<file path="config.mk">
export PLATFORM = sky130hd
export DESIGN_NAME = scarv_cop_issue
export DESIGN_NICKNAME = d
export VERILOG_FILES = /design/src/rtl/scarv_cop_issue.sv
export SDC_FILE = /design/constraint.sdc
export NUM_CORES = 1
export LEC_CHECK = 0
export CAP_MARGIN = 20
export CELL_PAD_IN_SITES_DETAIL_PLACEMENT = 0
export CELL_PAD_IN_SITES_GLOBAL_PLACEMENT = 2
export CORE_MARGIN = 2
export CORE_UTILIZATION = 28
export CTS_BUF_LIST = sky130_fd_sc_hd__clkbuf_4
export CTS_CLUSTER_DIAMETER = 50
export CTS_CLUSTER_SIZE = 25
export DETAILED_ROUTE_END_ITERATION = 12
export PLACE_DENSITY_LB_ADDON = 0.1
export SETUP_SLACK_MARGIN = 0.5
export SYNTH_ARGS = -nofsm -noshare
export SYNTH_HDL_FRONTEND = slang
export SYNTH_SLANG_ARGS = --single-unit
</file>
<file path="constraint.sdc">
create_clock -name g_clk -period 3.9 [get_ports g_clk]
set_input_delay 0.78 -clock g_clk [delete_from_list [all_inputs] [get_ports g_clk]]
set_output_delay 0.78 -clock g_clk [all_outputs]
set_load 0.005 [all_outputs]
</file>
<file path="src/rtl/scarv_cop_issue.sv">
// CPU-side initiator of the CPU-to-COP instruction interface: issues one
// instruction at a time over req/ack, collects the response, and returns it to writeback.
module scarv_cop_issue #(
  parameter int unsigned TIMEOUT_CYCLES = 1023,
  parameter logic [3:0]  CUSTOM_MASK    = 4'b1111
) (
  input  logic        g_clk,
  input  logic        g_resetn,
  input  logic        in_valid,
  output logic        in_ready,
  input  logic [31:0] in_encoded,
  input  logic [31:0] in_rs1,
  output logic        cpu_insn_req,
  input  logic        cpu_insn_ack,
  output logic [31:0] cpu_insn_enc,
  output logic [31:0] cpu_rs1,
  input  logic        cop_insn_rsp,
  output logic        cop_insn_ack,
  input  logic [2:0]  cop_insn_result,
  input  logic        cop_wen,
  input  logic [4:0]  cop_waddr,
  input  logic [31:0] cop_wdata,
  output logic        wb_valid,
  input  logic        wb_ready,
  output logic        wb_wen,
  output logic [4:0]  wb_rd,
  output logic [31:0] wb_data,
  output logic [2:0]  wb_result
);

  localparam int unsigned       CNT_W       = 16;
  localparam logic [CNT_W-1:0]  CNT_LAST    = CNT_W'(TIMEOUT_CYCLES - 1);
  localparam logic [CNT_W-1:0]  CNT_MAX     = {CNT_W{1'b1}};
  localparam logic [2:0]        RES_TIMEOUT = 3'b111;
  localparam logic [2:0]        RES_ILLEGAL = 3'b110;

  typedef enum logic [1:0] {IDLE, REQ, RSP, WB} state_t;

  state_t             r_state, w_state_nxt;
  logic               r_stale, w_stale_nxt;
  logic [CNT_W-1:0]   r_cnt, w_cnt_nxt;
  logic               r_req, w_req_nxt;
  logic [31:0]        r_enc, w_enc_nxt;
  logic [31:0]        r_rs1, w_rs1_nxt;
  logic               r_wen, w_wen_nxt;
  logic [4:0]         r_rd, w_rd_nxt;
  logic [31:0]        r_data, w_data_nxt;
  logic [2:0]         r_result, w_result_nxt;

  logic               w_is_cop;
  logic               w_cnt_hit;
  logic [CNT_W-1:0]   w_cnt_inc;

  // Custom-0..3 opcodes, individually enabled by CUSTOM_MASK
  always_comb begin
    w_is_cop = 1'b0;
    case (in_encoded[6:0])
      7'h0B:   w_is_cop = CUSTOM_MASK[0];
      7'h2B:   w_is_cop = CUSTOM_MASK[1];
      7'h5B:   w_is_cop = CUSTOM_MASK[2];
      7'h7B:   w_is_cop = CUSTOM_MASK[3];
      default: w_is_cop = 1'b0;
    endcase
  end

  assign w_cnt_hit = (r_cnt >= CNT_LAST);
  assign w_cnt_inc = (r_cnt == CNT_MAX) ? r_cnt : r_cnt + CNT_W'(1);

  assign in_ready     = (r_state == IDLE) && !r_stale;
  assign cop_insn_ack = (r_state == RSP) || ((r_state == IDLE) && r_stale);
  assign wb_valid     = (r_state == WB);

  assign cpu_insn_req = r_req;
  assign cpu_insn_enc = r_enc;
  assign cpu_rs1      = r_rs1;
  assign wb_wen       = r_wen;
  assign wb_rd        = r_rd;
  assign wb_data      = r_data;
  assign wb_result    = r_result;

  always_comb begin
    w_state_nxt  = r_state;
    w_stale_nxt  = r_stale;
    w_cnt_nxt    = r_cnt;
    w_req_nxt    = r_req;
    w_enc_nxt    = r_enc;
    w_rs1_nxt    = r_rs1;
    w_wen_nxt    = r_wen;
    w_rd_nxt     = r_rd;
    w_data_nxt   = r_data;
    w_result_nxt = r_result;
    case (r_state)
      IDLE: begin
        if (r_stale) begin
          // Swallow the late response of a timed-out instruction
          if (cop_insn_rsp) w_stale_nxt = 1'b0;
        end else if (in_valid) begin
          if (w_is_cop) begin
            w_req_nxt   = 1'b1;
            w_enc_nxt   = in_encoded;
            w_rs1_nxt   = in_rs1;
            w_cnt_nxt   = '0;
            w_state_nxt = REQ;
          end else begin
            w_result_nxt = RES_ILLEGAL;
            w_wen_nxt    = 1'b0;
            w_rd_nxt     = '0;
            w_data_nxt   = '0;
            w_state_nxt  = WB;
          end
        end
      end
      REQ: begin
        if (cpu_insn_ack) begin
          w_req_nxt   = 1'b0;
          w_cnt_nxt   = '0;
          w_state_nxt = RSP;
        end else if (w_cnt_hit) begin
          w_req_nxt    = 1'b0;
          w_result_nxt = RES_TIMEOUT;
          w_wen_nxt    = 1'b0;
          w_rd_nxt     = '0;
          w_data_nxt   = '0;
          w_state_nxt  = WB;
        end else begin
          w_cnt_nxt = w_cnt_inc;
        end
      end
      RSP: begin
        if (cop_insn_rsp) begin
          w_result_nxt = cop_insn_result;
          w_wen_nxt    = cop_wen;
          w_rd_nxt     = cop_waddr;
          w_data_nxt   = cop_wen ? cop_wdata : 32'h0;
          w_state_nxt  = WB;
        end else if (w_cnt_hit) begin
          w_result_nxt = RES_TIMEOUT;
          w_wen_nxt    = 1'b0;
          w_rd_nxt     = '0;
          w_data_nxt   = '0;
          w_stale_nxt  = 1'b1;
          w_state_nxt  = WB;
        end else begin
          w_cnt_nxt = w_cnt_inc;
        end
      end
      WB: begin
        if (wb_ready) begin
          w_result_nxt = '0;
          w_wen_nxt    = 1'b0;
          w_rd_nxt     = '0;
          w_data_nxt   = '0;
          w_state_nxt  = IDLE;
        end
      end
      default: w_state_nxt = IDLE;
    endcase
  end

  always_ff @(posedge g_clk or negedge g_resetn) begin
    if (!g_resetn) begin
      r_state  <= IDLE;
      r_stale  <= 1'b0;
      r_cnt    <= '0;
      r_req    <= 1'b0;
      r_enc    <= '0;
      r_rs1    <= '0;
      r_wen    <= 1'b0;
      r_rd     <= '0;
      r_data   <= '0;
      r_result <= '0;
    end else begin
      r_state  <= w_state_nxt;
      r_stale  <= w_stale_nxt;
      r_cnt    <= w_cnt_nxt;
      r_req    <= w_req_nxt;
      r_enc    <= w_enc_nxt;
      r_rs1    <= w_rs1_nxt;
      r_wen    <= w_wen_nxt;
      r_rd     <= w_rd_nxt;
      r_data   <= w_data_nxt;
      r_result <= w_result_nxt;
    end
  end

endmodule

</file>
==> summary.md <==
| Metric | Value |
|---|---|
| CP max FO | 7 |
| Final worst path period share | 0.774 |
| Routed WL | 18,500 um |
| CP Capture Type | output port |
| Area Overhead vs Synth | 47.3% |
| Synth Area per Inst | 8.92 sq um |
| RSZ-0062 raised after global routing | no |
| CP Launch Type | flip-flop |
| Layout net count | 971 |
| Setup_tns | 0 ns |
| Worst vdd ir | 235 uV |
| Relative slew slack | 0.557 |
| Post-synthesis cell type count | 46 |
| Global-route wire length before repair | 30,000 um |
| Clock Sinks | 125 |
| Vias post-DR | 5,300 |
| Clock Latency Late Sink | 0.52 ns |
| CTS tree | built |
| DIE AREA | 21,800 sq um |
| GPL Wtd Cong | 0.760 |
| Final-report hold violation count | 0 |
| Crit path required time | 3.12 ns |
| Final-report max-slew violation count | 0 |
| Synth async-reset ratio | 1.00 |
| Comb pwr share | 0.453 |
| Synthesis-stage register bit count | 125 |
| Sw frac | 0.376 |
| Most frequent cell after synthesis | nand2_1 |
| Count of final setup violators | 0 |
| Area share of the largest cell type after synthesis | 0.541 |
| Post-Synth Adder-Cell Area | 0.0130 |
| Internal power | 2960 uW |
| First DRT Iteration DRCs | 322 |
| Leak | 0.00397 uW |
| Met1 GRT Util | 0.224 |
| Num CTS Buffers | 17 |
| GR peak layer | met2 |
| Number of synthesized flops with an enable pin | 0 |
| Status | completed |
| Ys Warns | 0 |
| Clock Power Share | 0.177 |
| TritonRoute pass-1 iters | 4 |
| Vias in the first global route | 5,330 |
| Starting Density | 0.286 |
| Global-route met2 utilization | 0.262 |
| Gr ovfl total | 0 |
| Post-synthesis simple-gate area fraction | 0.228 |
| Clk buf depth | 2 |
| Largest net degree at the start of global routing | 110 |
| Die height | 148 um |
| Fillers | 1,989 |
| Largest cells by area after synthesis | dfrtp_1, nand2_1, a22o_1, o21ai_0, a21oi_1 |
| Total power | 4750 uW |
| Hold-fix buffers, CTS | 0 |
| Psw | 1790 uW |
| I/O pin count | 220 |
| # rows | 52 |
| Hold_ws | 0.0915 ns |
| Fmax | 331 MHz |
| Worst hold path type | in -> async |
| Cell taking the most area after synthesis | dfrtp_1 |
| Synth top cells by count | nand2_1, dfrtp_1, o21ai_0 |
| Core area | 20,200 sq um |
| CTS clk-pin slew, worst paths | 0.13 ns |
| HPWL Detailed | 12,400 um |
| XOR/XNOR Fraction of Synth Area | 0.00281 |
| Mapped Nets | 765 |
| Cells after Synth | 648 |
| Average vias per placed instance | 4.66 |
| Largest family of logic cells by synthesized area | simple AND/OR/NAND/NOR gates |
| ANT nets after route | 0 |
| Max-Cap Viols | 0 |
| Die width | 148 um |
| Crit path time final | 3.02 ns |
| PD cells | 558 nW/um^2 |
| Root Buffer | clkbuf_4 |
| Post-CTS setup buffers | 0 |
| Antenna violations before repair | 5 |
| Placement Setup Slack | 0.899 ns |
| Tot GR Track Use | 0.175 |
| Worst-margin pin slew | 0.665 ns |
| Post-synthesis sequential area ratio | 0.541 |
| Primary FF master, synth | dfrtp_1 |
| DRC Markers | 0 |
| Post-CTS Resized | 0 |
| Cell Area, Synth | 5780 sq um |
| PortBufs | 219 |
| Met3 Usage GRT | 0.0938 |
| Wire per inst | 16.3 um |
| Layout cell share with drive strength beyond 1 | 0.0670 |
| H-tree depth | 4 |
| CP arrival | 2.24 ns |
| Setup ws final | 0.881 ns |
| Compound-cell area share of the yosys netlist | 0.174 |
| Mux cell area share after synthesis | 0 |
| Flop pwr share | 0.369 |
| Critical path type | reg -> out |
| Clk_skew | 0.0258 ns |
| Layout Utilization | 0.421 |
==> worst paths after layout <==
| kind | slack, ns | endpoint | cells past startpoint | start |
|---|---|---|---|---|
| hold reg to reg | 0.49 | cpu_insn_enc[3] | 1 | cpu_insn_enc[3] |
| hold / removal | 0.09 | r_cnt[7] | 1 | g_resetn |
| setup / recovery | 0.88 | in_ready | 5 | r_state[1] |
| setup reg to reg | 1.36 | wb_data[6] | 8 | r_state[0] |
| min in group g_clk | 0.49 | cpu_insn_enc[3] | 1 | cpu_insn_enc[3] |
| max in group asynchronous | 2.77 | wb_data[12] | 3 | g_resetn |
==> metrics by stage <==
step	cells	area (sq um)
6_report	1138	8510
3_5_place_dp	1103	8200
5_1_grt	1137	8510
3_3_place_gp	1103	8200
4_1_cts	1134	8450
2_1_floorplan	648	5780
==> cells in the final DEF (no fill, tap or decap), types with 4 or more instances in the layout <==
cell type,count
nand2_1,252
clkdlybuf4s50_1,218
dfrtp_1,125
o21ai_0,41
a21oi_1,39
a22o_1,38
clkbuf_4,17
nor2_1,10
inv_1,9
buf_4,9
nand3_1,8
and2_1,7
nor4_1,6
ha_1,6
a21o_1,5
or2_2,5
clkinv_2,5
nand2b_1,4
nor3_1,4
a2bb2oi_1,4
==> sequential cells by signal, indices dropped and copies added, names as in the netlist <==
| name | count |
|---|---|
| cpu_insn_enc | 32 |
| cpu_insn_req | 1 |
| cpu_rs1 | 32 |
| r_cnt | 16 |
| r_stale | 1 |
| r_state | 2 |
| wb_data | 32 |
| wb_rd | 5 |
| wb_result | 3 |
| wb_wen | 1 |
==> critical path, cell delays in order, from the launching register on <==
cell	delay, ns
dfrtp_1	0.41
inv_1	0.11
ha_1	0.32
inv_1	0.21
nor2_1	0.14
clkdlybuf4s50_1	0.54
==> routing by layer <==
layer  up-vias  wire [um]
met1      2497       7980
met2       189       8310
met3        15       2060
met4         4        156
met5         -         22
li1       2595          -
==> layout make-up <==
type	count	area, sq um	area share
tap	270	338	0.0397
clock inverter	14	121	0.0143
sequential	125	3130	0.367
antenna	2	5.00	0.000588
clock buffer	17	128	0.0150
multi-input combinational	470	2420	0.285
inverter	9	33.8	0.00397
timing repair buffer	231	2340	0.274
==> power by group through the flow <==
stage / Clock, uW / Sequential, uW / Combinational (uW)
global route: 958 / 1790 / 2400
CTS: 891 / 1750 / 2120
detailed placement: 0 / 1770 / 2120
global placement: 0 / 1770 / 2100
floorplan: 0 / 1780 / 1040
finish: 842 / 1750 / 2150
==> kinds of logic after synthesis <==
kind of cell    after synthesis
compound gates              151
xor+xnor                      1
simple gates                312
fa+ha+maj                     6
buf+inv                      53
flops                       125
Power figures use the tool's default switching activity.
